## src/rtl/msd_adc_pkg.sv

```systemverilog
// Shared types and constants for the MSD ADC serial readout block.
package msd_adc_pkg;

    typedef enum logic [2:0] {
        IDLE,
        SETUP,
        SHIFT,
        HOLD,
        WRITE
    } state_t;

    localparam int MinClkDiv    = 2;
    localparam int DefTotalAdcs = 10;
    localparam int DefAdcBits   = 16;

    // SClk period may not be shorter than one low and one high clk cycle.
    function automatic logic [15:0] clamp_div(input logic [15:0] div);
        return (div < 16'(MinClkDiv)) ? 16'(MinClkDiv) : div;
    endfunction

    // An unusable high time (zero or not shorter than the period) falls back to 50%.
    function automatic logic [15:0] clamp_duty(input logic [15:0] duty, input logic [15:0] div);
        return (duty == 16'd0 || duty >= div) ? (div >> 1) : duty;
    endfunction

endpackage

```

## src/rtl/msd_adc_sclk_gen.sv

```systemverilog
// SClk period generator: counts clk cycles within one SClk period using the
// latched div/duty and provides the SClk level plus rise / period-end ticks.
module msd_adc_sclk_gen
    import msd_adc_pkg::*;
(
    input  logic        clk,
    input  logic        rst,
    input  logic        active,
    input  logic        shifting,
    input  logic [15:0] div,
    input  logic [15:0] duty,
    output logic        sclk,
    output logic        rise,
    output logic        period_end
);

    logic [15:0] cnt;
    logic [15:0] low_len;

    assign low_len = div - duty;

    // Position inside the current period; restarts at every period end and while inactive.
    always_ff @(posedge clk) begin
        if (!rst) begin
            cnt <= '0;
        end else if (!active || period_end) begin
            cnt <= '0;
        end else begin
            cnt <= cnt + 16'd1;
        end
    end

    // SClk only toggles while shifting; each bit period is low first, then high.
    assign period_end = active && (cnt == div - 16'd1);
    assign sclk       = !shifting || (cnt >= low_len);
    assign rise       = shifting && (cnt == low_len);

endmodule

```

## src/rtl/msd_adc_reader.sv

```systemverilog
// MSD ADC bank serial reader: drives shared SClk/CsN, deserializes TotalAdcs
// SData lines MSB first and writes one word per ADC with a shared strobe.
// Build option: MSD_ADC_TEST_PATTERN_EN replaces the sampled data with
// {adc index, conversion counter} while keeping the serial timing unchanged.
module msd_adc_reader
    import msd_adc_pkg::*;
#(
    parameter int TotalAdcs = DefTotalAdcs,
    parameter int AdcBits   = DefAdcBits
) (
    input  logic                                clk,
    input  logic                                rst,
    input  logic                                en,
    input  logic                                start,
    input  logic [15:0]                         adcClkDiv,
    input  logic [15:0]                         adcClkDuty,
    output logic                                SClk,
    output logic                                CsN,
    input  logic [TotalAdcs-1:0]                SData,
    output logic [TotalAdcs-1:0][AdcBits-1:0]   fifoData,
    output logic                                fifoWr,
    input  logic [TotalAdcs-1:0]                fifoFull,
    output logic                                busy,
    output logic                                compl,
    output logic                                error
);

    localparam int BitW = $clog2(AdcBits);

    state_t                              state;
    state_t                              state_nxt;
    logic [15:0]                         div_q;
    logic [15:0]                         duty_q;
    logic [BitW-1:0]                     bit_cnt;
    logic                                last_bit;
    logic                                accept;
    logic                                any_full;
    logic                                active;
    logic                                shifting;
    logic                                sclk;
    logic                                rise;
    logic                                period_end;
    logic [TotalAdcs-1:0][AdcBits-1:0]   wr_words;
    logic [TotalAdcs-1:0][AdcBits-1:0]   data_q;

    assign accept   = (state == IDLE) && start && en;
    assign any_full = |fifoFull;
    assign last_bit = (bit_cnt == BitW'(AdcBits - 1));

    msd_adc_sclk_gen u_sclk_gen (
        .clk        (clk),
        .rst        (rst),
        .active     (active),
        .shifting   (shifting),
        .div        (div_q),
        .duty       (duty_q),
        .sclk       (sclk),
        .rise       (rise),
        .period_end (period_end)
    );

    // State register.
    always_ff @(posedge clk) begin
        if (!rst) begin
            state <= IDLE;
        end else begin
            state <= state_nxt;
        end
    end

    // Next-state logic; dropping en abandons any conversion immediately.
    always_comb begin
        state_nxt = state;
        if (state != IDLE && !en) begin
            state_nxt = IDLE;
        end else begin
            case (state)
                IDLE:    if (start && en)            state_nxt = SETUP;
                SETUP:   if (period_end)             state_nxt = SHIFT;
                SHIFT:   if (period_end && last_bit) state_nxt = HOLD;
                HOLD:    if (period_end)             state_nxt = WRITE;
                WRITE:                               state_nxt = IDLE;
                default:                             state_nxt = IDLE;
            endcase
        end
    end

    // Output decode. CsN stays low through HOLD so the ADCs see a full
    // CS hold time after the last SClk rise; it releases in WRITE.
    always_comb begin
        active   = (state == SETUP) || (state == SHIFT) || (state == HOLD);
        shifting = (state == SHIFT);
        SClk     = sclk;
        CsN      = !active;
        busy     = (state != IDLE);
        compl    = (state == WRITE) && en;
        fifoWr   = (state == WRITE) && en && !any_full;
    end

    // Timing configuration is frozen for the whole conversion at accept.
    always_ff @(posedge clk) begin
        if (accept) begin
            div_q  <= clamp_div(adcClkDiv);
            duty_q <= clamp_duty(adcClkDuty, clamp_div(adcClkDiv));
        end
    end

    // Bit counter: one increment per completed SHIFT period.
    always_ff @(posedge clk) begin
        if (!rst) begin
            bit_cnt <= '0;
        end else if (state != SHIFT) begin
            bit_cnt <= '0;
        end else if (period_end) begin
            bit_cnt <= bit_cnt + BitW'(1);
        end
    end

    // Sticky drop flag: set when a write is refused, cleared by the next accepted start.
    always_ff @(posedge clk) begin
        if (!rst) begin
            error <= 1'b0;
        end else if (accept) begin
            error <= 1'b0;
        end else if (compl && any_full) begin
            error <= 1'b0 | 1'b1;
        end
    end

    // Last written words, presented between writes.
    always_ff @(posedge clk) begin
        if (!rst) begin
            data_q <= '0;
        end else if (fifoWr) begin
            data_q <= wr_words;
        end
    end

    assign fifoData = fifoWr ? wr_words : data_q;

`ifdef MSD_ADC_TEST_PATTERN_EN
    logic [AdcBits-5:0] conv_cnt;

    // Conversion counter advances on every finished conversion, written or dropped.
    always_ff @(posedge clk) begin
        if (!rst) begin
            conv_cnt <= '0;
        end else if (compl) begin
            conv_cnt <= conv_cnt + 1'b1;
        end
    end

    // Pattern word: ADC index in the top nibble, conversion count below.
    always_comb begin
        wr_words = '0;
        for (int i = 0; i < TotalAdcs; i++) begin
            wr_words[i] = {4'(i), conv_cnt};
        end
    end
`else
    logic [TotalAdcs-1:0][AdcBits-1:0] shreg;

    // Per-ADC deserializers, sampled on the clk cycle where SClk rises.
    always_ff @(posedge clk) begin
        if (rise) begin
            for (int i = 0; i < TotalAdcs; i++) begin
                shreg[i] <= {shreg[i][AdcBits-2:0], SData[i]};
            end
        end
    end

    assign wr_words = shreg;
`endif

endmodule

```

## config.mk

```make
export PLATFORM = sky130hd
export DESIGN_NAME = msd_adc_reader
export DESIGN_NICKNAME = d
export VERILOG_FILES = /design/src/rtl/msd_adc_pkg.sv /design/src/rtl/msd_adc_sclk_gen.sv /design/src/rtl/msd_adc_reader.sv
export SDC_FILE = /design/constraint.sdc
export NUM_CORES = 1
export LEC_CHECK = 0
export ABC_AREA = 1
export ABC_CLOCK_PERIOD_IN_PS = 9300
export CAP_MARGIN = 20
export CORE_MARGIN = 1
export CORE_UTILIZATION = 35
export DETAILED_ROUTE_END_ITERATION = 16
export SYNTH_ARGS = -nofsm -noshare
export SYNTH_HDL_FRONTEND = slang
export SYNTH_SLANG_ARGS = --single-unit
```

## constraint.sdc

```tcl
create_clock -name clk -period 9.3 [get_ports clk]
set_input_delay 1.395 -clock clk [delete_from_list [all_inputs] [get_ports clk]]
set_output_delay 1.395 -clock clk [all_outputs]
set_load 0.02 [all_outputs]
```

Word level (Yosys, flattened, before mapping)
Cells that the tools add are included.

cells by class
  $add $sub $neg = 4
  magnitude comparators = 3
  eq/ne operators = 12
  mux-type cells = 8
  bitwise logic cells = 1
  reductions and logical operators = 28

operators by type and width
  kind                                                                    count
  160-bit two-way mux                                                     1
  16-bit == test                                                          2
  16-bit >= comparator                                                    2
  16-bit by 1-bit adder with 16-bit output (second input constant)        1
  16-bit zero test                                                        1
  16-bit by 2-bit < comparator with 1-bit output (second input constant)  1
  16-bit two-way mux                                                      1
  16-bit by 1-bit subtractor with 16-bit output (second input constant)   1
  16-bit subtractor                                                       1
  15-bit two-way mux                                                      1
  3-bit two-way mux                                                       4
  3-bit one-hot mux with 4 select lines                                   1
  1-bit logical AND                                                       10
  10-bit OR reduction                                                     1
  2-bit OR reduction                                                      4
  3-bit by 2-bit == test with 1-bit output (second input constant)        2
  2-bit != test (second input constant)                                   3
  1-bit logical OR                                                        5
  4-bit by 1-bit adder with 4-bit output (second input constant)          1
  4-bit == test (second input constant)                                   1
  1-bit zero test                                                         4
  4-bit AND reduction                                                     1
  3-bit by 1-bit == test with 1-bit output (second input constant)        1
  3-bit == test (second input constant)                                   1
  5 further kinds                                                         5

word-level totals
  flip-flop bits (word level) = 376
  bits of input ports = 56
  word-level logic and storage cells = 83

Logic depth before layout (Yosys ltp)
  word-level depth = 7
  depth in mapped cells = 18
  depth with buffers taken out = 18

By module
A second synthesis with hierarchy kept.

unflattened totals
  cell total of the unflattened synthesis = 1,825
  area total of the unflattened synthesis = 16,778.6 sq um

modules (own cells, without submodules)
  module            times used  cells an instance  area an instance (sq um)
  msd_adc_reader    1           1,437              14,356.3
  msd_adc_sclk_gen  1           388                2,422.3

Least setup slack after synthesis
Ideal clock, no wire load.

  kind = flip-flop to flip-flop
  start point = reg div_q[2]
  end point = reg shreg[0] (netlist name) (enable)
  setup time = 682 ps
  arrival = 9,283 ps
  required time = 8,618 ps
  slack = -665 ps
  stages on the path, launching flop included = 17
  clock period less this slack = 9,965 ps
  cell sequence = edfxtp_1 > ha_1 > nand3_1 > nand3_1 > nand2_1 > o211ai_1 > nand2_1 > nand2_1 > a21boi_0 > o21ai_0 > nand2_1 > nand2_1 > ha_1 > nand4_1 > nor3_1 > nand3_1 > nor2_1

on the way
  longest elaborated chain between the ends = 3

ends and longest elaborated chain
  element                         line                    text
  start: declaration              msd_adc_reader.sv:32    logic [15:0] div_q;
  start signal: assignment        msd_adc_reader.sv:103   div_q <= clamp_div(adcClkDiv);
  16-bit subtractor               msd_adc_sclk_gen.sv:20  assign low_len = div - duty;
  16-bit == test                  msd_adc_sclk_gen.sv:36  assign rise = shifting && (cnt == low_len);
  1-bit logical AND               msd_adc_sclk_gen.sv:36
  via rise                        msd_adc_reader.sv:41    logic rise;
  end signal: indexed assignment  msd_adc_reader.sv:167   shreg[i] <= {shreg[i][AdcBits-2:0], SData[i]};
  end: declaration                msd_adc_reader.sv:161   logic [TotalAdcs-1:0][AdcBits-1:0] shreg;

The timed path passes the listed nets, and every way through them passes these cells.
A chain may end at the register's enable or synchronous reset.

==> flow_summary.yaml <==
die:
  ios: 222
  chipHeight_um: 213
  num_rows: 76
  die_w_um: 213
  design.core.area_um2: 43500
  start_util: 0.358
  dieArea_um2: 45300
sta:
  worst_slew_pin_slew_ps: 1010
  slew_headroom: 0.330
  layout_setup_ws_ps: 2980
  setup_tns_ps: 0
  period_needed_ps: 6320
  setup_violations: 0
  hold_slack_ps: 443
  fmaxAchievable_mhz: 158
  hold_viol_final: 0
  rsz0062_at_grt: "false"
  slew_viol_final: 0
  fin_worst_skew_ps: 20.1
  period_share: 0.679
final_layout:
  stdcell_area_um2: 19700
  finalNetCount: 1951
  fin_util: 0.454
  drive_above_1_share: 0.0543
  instances_no_fill: 2464
  area_delta_synth_final_pct: 26.6
clocking:
  cts-hold-fix-buffers: 0
  clk_pin_slew_ps: 60
  ctsResizeCount: 0
  clock_sinks: 376
  cts_inserted_buffers: 42
  insertion_delay_ps: 560
  htree_levels: 2
  cts_setup_buffers: 0
  tritoncts: "built"
  clock-root-buffer: "clkbuf_16"
  clock_path_buffers: 3
logic_synthesis:
  synth_most_common_cell: "nand2_1"
  synth_fp_nets: 1749
  synthFlopType: "edfxtp_1"
  synth_area_um2: 15600
  synth_area_leader_cell: "edfxtp_1"
  ys_top_cells_by_area: "edfxtp_1, dfxtp_1, nand2_1"
  synth_top_area_frac: 0.370
  synth_seq_cells: 376
  seq_area_frac_synth: 0.607
  synth-edff-count: 192
  async_flop_share: 0
  synthTopCellsByCount: "nand2_1, a21oi_1, edfxtp_1"
  avgSynthCellArea_um2: 9.48
  synth_cells: 1642
  yosysUniqueCellTypes: 46
  yosysWarnings: 0
setup_path:
  crit_type: "primary input to output pin"
  end_kind: "output pin"
  critPathLaunchType: "primary input"
  slowest_stage: "clkdlybuf4s50_1"
  cp_num_buf_inv: 5
  crit_family: "buffers and inverters"
  critPathArrivalTime_ps: 4920
  cp.required_ps: 7910
  ff2ff_setup_slack_ps: 4650
  critical-path-max-stage-delay_ps: 630
  crit_fanout: 75
  path_cells: "clkdlybuf4s50_1, nor4_1, nand3_4, buf_4, inv_6, buf_4, nand2_1, nand2_1, clkdlybuf4s50_1"
placed_design:
  place_inst: 2385
  hpwl_mm: 25.0
  portBuffers: 221
  placed_cell_area_um2: 18300
  dpl_worst_slack_ps: 2960
  place.gp.congestion: 0.881
route:
  drt-initial-drc-count: 731
  dr.pass1.iters: 5
  drc: 0
  wire_per_inst_um: 15.3
  vias: 11500
  ant_nets: 0
  drt-total-wl_mm: 37.6
  via_per_inst: 4.67
run_status:
  status: "completed"
power:
  fin_total_pwr_mw: 3.87
  peakVddDrop_v: 0.000122
  p_per_area_nw_per_um2: 197
  leakagePower_nw: 7.99
global_routing:
  grt_max_degree: 161
  grt_pass1_wl_mm: 58.8
  grt_use_total: 0.166
  overflow: 0
  grt_pass1_vias: 11100
  antenna_found_initial: 2
worst_hold_path:
  hp-class: "flip-flop to flip-flop"
job:
  maxCapViolCount: 0
## logic make-up after synthesis
family / after synthesis / share of synthesized area
AO/OA/AOI/OAI: 226 / 0.0765
XOR/XNOR: 38 / 0.0214
AND/OR/NAND/NOR: 785 / 0.210
adder cells (fa/ha/maj): 51 / 0.0415
flip-flops: 376 / 0.607
buffers and inverters: 166 / 0.0440
## flip-flops by register name, summed over array words and instances (netlist names)
| name | flops |
|---|---|
| data_q | 160 |
| shreg | 160 |
| div_q | 16 |
| duty_q | 16 |
| u_sclk_gen.cnt | 16 |
| bit_cnt | 4 |
| state | 3 |
| error | 1 |
## power by group
part	total (mW)	switching (mW)	internal, mW
clock network	1.71	0.681	1.02
registers	1.78	0.0216	1.76
logic	0.385	0.241	0.144
total	3.87	0.944	2.93
## path summary, 6_finish.rpt
kind,from,end,depth (start not counted)
worst min register to register,shreg[57]$_DFFE_PP_,shreg[58]$_DFFE_PP_,0
worst max-delay path,fifoFull[7],fifoData[153],9
worst min-delay path,shreg[57]$_DFFE_PP_,shreg[58]$_DFFE_PP_,0
worst max register to register,div_q[2]$_DFFE_PP_,shreg[4]$_DFFE_PP_,17
## routing by layer
layer	track usage	up-vias	share of wire
met4	0.0667	2	0.028
met1	0.222	5344	0.46
met5	0	-	0.00029
li1	-	5860	-
met2	0.257	239	0.45
met3	0.0399	66	0.058
## layout by cell type (no fill, tap or decap), types with 5 or more instances in the layout
master / netlist / final
nor4_1: 7 / 7
dfxtp_1: 184 / 184
ha_1: 50 / 50
nor2_1: 58 / 56
xnor2_1: 14 / 14
inv_1: 92 / 92
edfxtp_1: 192 / 192
bufinv_16: 0 / 5
buf_4: 10 / 6
nor2_2: 5 / 6
nand2_1: 620 / 620
nand3_1: 31 / 31
clkbuf_1: 46 / 12
nor3_1: 9 / 9
clkbuf_16: 0 / 42
nand4_1: 25 / 25
clkdlybuf4s50_1: 0 / 221
nand3b_1: 5 / 5
clkinv_2: 0 / 6
xor2_1: 24 / 24
o21ai_0: 8 / 8
clkbuf_8: 0 / 5
a21oi_1: 200 / 200
## final cells by class
type,count,area [um^2]
fill,4118,23700
sequential,376,9450
multi-input combinational,1100,5450
timing repair buffer,228,2280
clock buffer,59,1160
tap,585,732
inverter,96,368
clock inverter,19,268
antenna,1,2.50
No activity file was read; power rests on OpenSTA's default activity.
